--- config.mk ---
export PLATFORM = sky130hd
export DESIGN_NAME = simon_seq_ctrl
export DESIGN_NICKNAME = d
export VERILOG_FILES = /design/src/rtl/simon_pkg.sv /design/src/rtl/simon_seq_mem.sv /design/src/rtl/simon_seq_ctrl.sv
export SDC_FILE = /design/constraint.sdc
export NUM_CORES = 1
export LEC_CHECK = 0
export BUFFER_PORTS_ARGS = -buffer_cell sky130_fd_sc_hd__buf_4
export CORE_MARGIN = 2
export CORE_UTILIZATION = 40
export DETAILED_ROUTE_END_ITERATION = 12
export GPL_TIMING_DRIVEN = 0
export PLACE_DENSITY = 0.71
export REMOVE_ABC_BUFFERS = 1
export SLEW_MARGIN = 40
export SYNTH_ARGS = -nofsm -noshare
export SYNTH_HDL_FRONTEND = slang
export SYNTH_SLANG_ARGS = --single-unit
--- constraint.sdc ---
create_clock -name clk -period 2.71 [get_ports clk]
set_clock_uncertainty 0.15 [all_clocks]
set_input_delay 0.1355 -clock clk [delete_from_list [all_inputs] [get_ports clk]]
set_output_delay 0.1355 -clock clk [all_outputs]
set_load 0.03 [all_outputs]
--- src/rtl/simon_pkg.sv ---
// Shared types and width helpers for the Simon sequence controller.
// The state encoding is fixed at 4 bits so it can be probed on a debug bus.
package simon_pkg;

    typedef enum logic [3:0] {
        ST_IDLE,
        ST_GEN,
        ST_SHOW_ON,
        ST_SHOW_GAP,
        ST_PLAYER,
        ST_CHECK,
        ST_LEVEL_UP,
        ST_WIN,
        ST_ERROR
    } state_t;

    // Bits needed to hold the values 0..n-1, never less than one.
    function automatic int width_of(input int n);
        return (n <= 2) ? 1 : $clog2(n);
    endfunction

    function automatic int cw_of(input int num_colors);
        return width_of(num_colors);
    endfunction

    function automatic int lw_of(input int max_level);
        return width_of(max_level + 1);
    endfunction

endpackage

--- src/rtl/simon_seq_mem.sv ---
// Colour sequence storage: one synchronous write port, one asynchronous read port.
// Contents are not reset; only entries below the current level are ever read.
module simon_seq_mem #(
    parameter int DEPTH = 16,
    parameter int DW    = 2,
    parameter int AW    = 4
) (
    input  logic          clk,
    input  logic          we,
    input  logic [AW-1:0] waddr,
    input  logic [DW-1:0] wdata,
    input  logic [AW-1:0] raddr,
    output logic [DW-1:0] rdata
);

    logic [DW-1:0] mem_reg [DEPTH];

    always_ff @(posedge clk) begin
        if (we) begin
            mem_reg[waddr] <= wdata;
        end
    end

    assign rdata = mem_reg[raddr];

endmodule

--- src/rtl/simon_seq_ctrl.sv ---
// Simon round controller: grows the colour sequence from the PRNG, replays it
// with timed show phases, then checks the player's entries with a per-entry timeout.
module simon_seq_ctrl
    import simon_pkg::*;
#(
    parameter  int NUM_COLORS = 4,
    parameter  int MAX_LEVEL  = 16,
    parameter  int SHOW_ON    = 4,
    parameter  int SHOW_OFF   = 2,
    parameter  int TIMEOUT    = 64,
    localparam int CW         = cw_of(NUM_COLORS),
    localparam int LW         = lw_of(MAX_LEVEL)
) (
    input  logic          clk,
    input  logic          rst,
    input  logic          start,
    output logic          rnd_req,
    input  logic          rnd_valid,
    input  logic [CW-1:0] rnd_data,
    input  logic          btn_valid,
    input  logic [CW-1:0] btn_color,
    output logic          show_valid,
    output logic [CW-1:0] show_color,
    output logic          player_turn,
    output logic [LW-1:0] level,
    output logic [LW-1:0] score,
    output logic          score_inc,
    output logic          error_led,
    output logic          win_led,
    output logic          timeout
);

    localparam int AW        = width_of(MAX_LEVEL);
    localparam int TW        = width_of(TIMEOUT);
    localparam int PHASE_MAX = (SHOW_ON > SHOW_OFF) ? SHOW_ON : SHOW_OFF;
    localparam int PW        = width_of(PHASE_MAX);

    localparam logic [PW-1:0] ON_LAST      = PW'(SHOW_ON - 1);
    localparam logic [PW-1:0] OFF_LAST     = PW'(SHOW_OFF - 1);
    localparam logic [TW-1:0] TIMER_LAST   = TW'(TIMEOUT - 1);
    localparam logic [LW-1:0] LEVEL_MAX    = LW'(MAX_LEVEL);
    localparam logic [CW:0]   NUM_COLORS_W = (CW + 1)'(NUM_COLORS);

    state_t        state_reg, state_next;
    logic [LW-1:0] level_reg, level_next;
    logic [LW-1:0] score_reg, score_next;
    logic          timeout_reg, timeout_next;
    logic [AW-1:0] show_idx_reg, show_idx_next;
    logic [AW-1:0] in_idx_reg, in_idx_next;
    logic [PW-1:0] phase_reg, phase_next;
    logic [TW-1:0] timer_reg, timer_next;
    logic [CW-1:0] btn_reg, btn_next;

    logic          mem_we;
    logic [AW-1:0] mem_raddr;
    logic [CW-1:0] mem_rdata;
    logic [LW-1:0] level_last;

    simon_seq_mem #(
        .DEPTH (MAX_LEVEL),
        .DW    (CW),
        .AW    (AW)
    ) u_mem (
        .clk   (clk),
        .we    (mem_we),
        .waddr (AW'(level_reg)),
        .wdata (rnd_data),
        .raddr (mem_raddr),
        .rdata (mem_rdata)
    );

    // The replay walks show_idx; the checker walks in_idx.
    assign mem_raddr  = (state_reg == ST_SHOW_ON || state_reg == ST_SHOW_GAP) ?
                        show_idx_reg : in_idx_reg;
    assign level_last = level_reg - LW'(1);

    always_ff @(posedge clk or negedge rst) begin
        if (!rst) begin
            state_reg    <= ST_IDLE;
            level_reg    <= '0;
            score_reg    <= '0;
            timeout_reg  <= 1'b0;
            show_idx_reg <= '0;
            in_idx_reg   <= '0;
            phase_reg    <= '0;
            timer_reg    <= '0;
            btn_reg      <= '0;
        end else begin
            state_reg    <= state_next;
            level_reg    <= level_next;
            score_reg    <= score_next;
            timeout_reg  <= timeout_next;
            show_idx_reg <= show_idx_next;
            in_idx_reg   <= in_idx_next;
            phase_reg    <= phase_next;
            timer_reg    <= timer_next;
            btn_reg      <= btn_next;
        end
    end

    always_comb begin
        state_next    = state_reg;
        level_next    = level_reg;
        score_next    = score_reg;
        timeout_next  = timeout_reg;
        show_idx_next = show_idx_reg;
        in_idx_next   = in_idx_reg;
        phase_next    = phase_reg;
        timer_next    = timer_reg;
        btn_next      = btn_reg;
        mem_we        = 1'b0;

        unique case (state_reg)
            ST_IDLE, ST_WIN, ST_ERROR: begin
                if (start) begin
                    level_next   = '0;
                    score_next   = '0;
                    timeout_next = 1'b0;
                    state_next   = ST_GEN;
                end
            end
            ST_GEN: begin
                // Out-of-range colours from the PRNG are dropped and re-requested.
                if (rnd_valid && ({1'b0, rnd_data} < NUM_COLORS_W)) begin
                    mem_we        = 1'b1;
                    level_next    = (level_reg != LEVEL_MAX) ? level_reg + LW'(1) : level_reg;
                    show_idx_next = '0;
                    phase_next    = '0;
                    state_next    = ST_SHOW_ON;
                end
            end
            ST_SHOW_ON: begin
                if (phase_reg == ON_LAST) begin
                    phase_next = '0;
                    state_next = ST_SHOW_GAP;
                end else begin
                    phase_next = phase_reg + PW'(1);
                end
            end
            ST_SHOW_GAP: begin
                if (phase_reg == OFF_LAST) begin
                    phase_next = '0;
                    if (LW'(show_idx_reg) == level_last) begin
                        in_idx_next = '0;
                        timer_next  = '0;
                        state_next  = ST_PLAYER;
                    end else begin
                        show_idx_next = show_idx_reg + AW'(1);
                        state_next    = ST_SHOW_ON;
                    end
                end else begin
                    phase_next = phase_reg + PW'(1);
                end
            end
            ST_PLAYER: begin
                // A press on the last allowed cycle still counts as an entry.
                if (btn_valid) begin
                    btn_next   = btn_color;
                    state_next = ST_CHECK;
                end else if (timer_reg == TIMER_LAST) begin
                    timeout_next = 1'b1;
                    state_next   = ST_ERROR;
                end else begin
                    timer_next = timer_reg + TW'(1);
                end
            end
            ST_CHECK: begin
                if (btn_reg != mem_rdata) begin
                    timeout_next = 1'b0;
                    state_next   = ST_ERROR;
                end else if (LW'(in_idx_reg) == level_last) begin
                    state_next = ST_LEVEL_UP;
                end else begin
                    in_idx_next = in_idx_reg + AW'(1);
                    timer_next  = '0;
                    state_next  = ST_PLAYER;
                end
            end
            ST_LEVEL_UP: begin
                score_next = (score_reg != LEVEL_MAX) ? score_reg + LW'(1) : score_reg;
                state_next = (level_reg == LEVEL_MAX) ? ST_WIN : ST_GEN;
            end
            default: begin
                state_next = ST_IDLE;
            end
        endcase
    end

    assign rnd_req     = (state_reg == ST_GEN);
    assign show_valid  = (state_reg == ST_SHOW_ON);
    assign show_color  = show_valid ? mem_rdata : '0;
    assign player_turn = (state_reg == ST_PLAYER);
    assign score_inc   = (state_reg == ST_LEVEL_UP);
    assign error_led   = (state_reg == ST_ERROR);
    assign win_led     = (state_reg == ST_WIN);
    assign level       = level_reg;
    assign score       = score_reg;
    assign timeout     = timeout_reg;

endmodule

==> reports/metrics.cfg <==
[yosys]
yosys_warnings = 0
synth_top_family_by_area = simple AND/OR/NAND/NOR gates
synth_edf_count = 32
synth_top_cell_by_area = edfxtp_1
yosys_register_bits = 65
synth_top_area_share_pct = 23.5
yosysSeqAreaShare_pct = 43.8
synth_cell_types = 56
yosys.area_share.simple_pct = 18.1
synthAdderAreaFrac_pct = 3.68
synth_compound_area_share_pct = 10.3
synthCells = 373
avgSynthCellArea_um2 = 10.9
synthFlopType = dfrtp_1
ys_top_cells_by_area = edfxtp_1, dfrtp_1, mux4_2, ha_1, mux2i_1
synth_area_um2 = 4080
synthArstFlopShare_pct = 50.8
synth_xor_area_share_pct = 3.43
synth_mux_area_share_pct = 15.9

[finish]
largest_reg_flops = 32
nNetsFinal = 449
area_growth_syn_to_layout_pct = 22.2
diodes = 0
drive_gt1_share_pct = 32.1
fin_util_pct = 50.8

[sta]
min_period_over_period_pct = 108
min_period_ns = 2.92
hold_viol_final = 0
slew_headroom_pct = 63.4
setup_violations = 15
tightestPinTransition_ns = 0.548
setup_ws_ns = -0.213
final_max_slew_viol_count = 0
fmax_mhz = 342
rsz0062_at_grt = yes

[die]
die_x_um = 105
io-pin-count = 28
coreArea_um2 = 9820
die_h_um = 105
die_area_um2 = 11000
start_util_pct = 41.6
rows = 36

[power]
total_power_w = 0.00526
power.density_nw_per_um2 = 1050
p_leak_nw = 1.90
ir_drop_mv = 0.427

[route]
wirelength_um = 10000
vias = 3236
wl_per_cell_um = 17.7
viasPerCell = 5.72
ant_nets = 0
drt_iter0_markers = 189
first_pass_iters = 5
route.detailed.drc = 0

[worst_hold_path]
hold_path_class = input pin to flop

[grt]
globalRoute.totalOverflow = 0
antenna_found_initial = 0
grt_max_degree = 34
grt.total_usage_pct = 18.7
grt_pass1_vias = 3206
grt_first_pass_wirelength_um = 16300

[cts]
path_clk_slew_ns = 0.08
root_buffer = clkbuf_8
clock_path_buffers = 2
cts.sinks = 65
cts_tree = done
cts_buffers = 9
clk_latency_ns = 0.34
htreeDepth = 3

[status]
violations = setup timing
outcome = finished, violations left

[setup_path]
cp-start-kind = flop
required_ns = 2.79
arrival_ns = 3.00
worstSetupPathType = flop to flop
cp-end-kind = flop
path_max_fanout = 6

[job]
max-cap-violations = 0

[placement]
dpl.hpwl_um = 6610
portBuffers = 27
place.gp.congestion = 0.786

worst max-delay path, cell delays in order, from the launching register on:
cell	delay (ns)
dfrtp_2	0.43
nor3b_4	0.28
buf_6	0.16
mux2i_4	0.28
mux2i_2	0.28
o41ai_2	0.12
nor4_2	0.32
o211ai_1	0.13
buf_4	0.18
a21o_1	0.20
mux2_2	0.26
synthesized netlist by cell type (2+ instances only):
cell and count:
nand2_1 30, nor3_1 16, nand3_1 8, nand2b_1 6
nand4_1 5, edfxtp_1 32, nor3b_1 2, o21ai_0 13
a31oi_1 7, and3_1 6, xnor2_1 11, buf_4 3
and2_1 9, clkbuf_1 8, a21o_1 4, o22ai_1 2
dfrtp_1 33, xor2_1 5, mux2_2 4, a211oi_1 3
nand4b_1 4, buf_2 10, or3_1 8, a21oi_1 10
o31ai_1 3, nor2b_1 8, ha_1 12, o41ai_1 2
inv_1 20, mux2i_1 13, mux4_2 20, o211ai_1 5
nor2_1 28
repair_timing:
item | CTS | global route
buffers inserted | 22 | 14
gates resized for setup | 29 | 11
setup endpoints to repair | 19 | 28
endpoints found under the hold margin | 67 | 0
hold buffers | 5 | 0
pin swaps | 12 | 3
final cells by class:
class                      instances  area (um2)
clock buffer                      12         166
clock inverter                     4        23.8
fill                             888        4830
inverter                          20        75.1
multi-input combinational        264        2200
sequential                        65        1800
tap                              133         166
timing repair buffer              68         556
through the flow:
| stage | instance area (um2) | setup WS, ns | hold WS, ns | cells | TNS [ns] |
|---|---|---|---|---|---|
| 4_1_cts | 4840 | -0.154 | 0.0365 | 553 | -1.48 |
| 5_1_grt | 4990 | -0.332 | 0.0755 | 566 | -4.65 |
| 3_5_place_dp | 4350 | -0.948 | -0.0434 | 510 | -12.51 |
| 2_1_floorplan | 3960 | -0.692 | -0.310 | 349 | -8.91 |
| 6_report | 4990 | -0.213 | 0.0654 | 566 | -2.22 |
| 3_3_place_gp | 4330 | -1.39 | -0.0408 | 509 | -20.80 |
kinds of logic (layout without fill, tap and decap cells):
| group | Yosys count | in the layout |
|---|---|---|
| AOI/OAI and AO/OA | 60 | 60 |
| xor gates and xnor gates | 16 | 16 |
| adders and majority gates | 12 | 12 |
| buffers and inverters | 44 | 104 |
| DFF | 65 | 65 |
| muxes | 38 | 38 |
| and+or+nand+nor | 138 | 138 |
where the power goes:
group	leakage (nW)	switching, W	internal, W
Sequential	0.717	0.000381	0.00123
Clock	0.0978	0.000390	0.000411
Combinational	1.09	0.00144	0.00141
Total	1.90	0.00221	0.00305
per-layer routing:
metal	part of all wire (%)	track usage, %	up-vias
met5	0	0	-
met4	2.1	9.05	0
met3	5.8	3.43	16
met2	49	29.8	129
met1	43	24.7	1600
li1	-	-	1491
cells in the final DEF, fill, tap and decap left out, types with 3 or more instances in the layout:
cell type	count
xnor2_1	11
mux4_2	20
edfxtp_1	32
o21ai_1	4
inv_1	18
nor2b_1	6
or3_1	8
nand2_1	30
nand4_1	5
and3_1	5
nor2_1	25
a211oi_1	3
a21o_1	4
xor2_1	5
nor3_1	15
nand2b_1	6
mux2i_1	11
nand4b_1	4
clkbuf_8	10
nand3_1	8
a21oi_1	8
mux2_2	4
ha_1	11
o31ai_1	3
and2_1	7
dfrtp_1	24
buf_4	58
o21ai_0	9
o211ai_1	5
a31oi_1	7
dlygate4sd3_1	5
dfrtp_2	7
worst paths after layout:
path / from / end / slack [ns] / cells past startpoint
min in group asynchronous: rst / timer_reg[3] / 0.12 / 2
hold / removal: btn_valid / timeout / 0.07 / 5
setup / recovery: state_reg[2] / in_idx_reg[0] / -0.21 / 10
setup reg to reg: state_reg[2] / in_idx_reg[0] / -0.21 / 10
max in group asynchronous: rst / show_idx_reg[0] / 1.94 / 2
hold reg to reg: timer_reg[0] / timer_reg[0] / 0.36 / 1
Power figures use the tool's default switching activity.
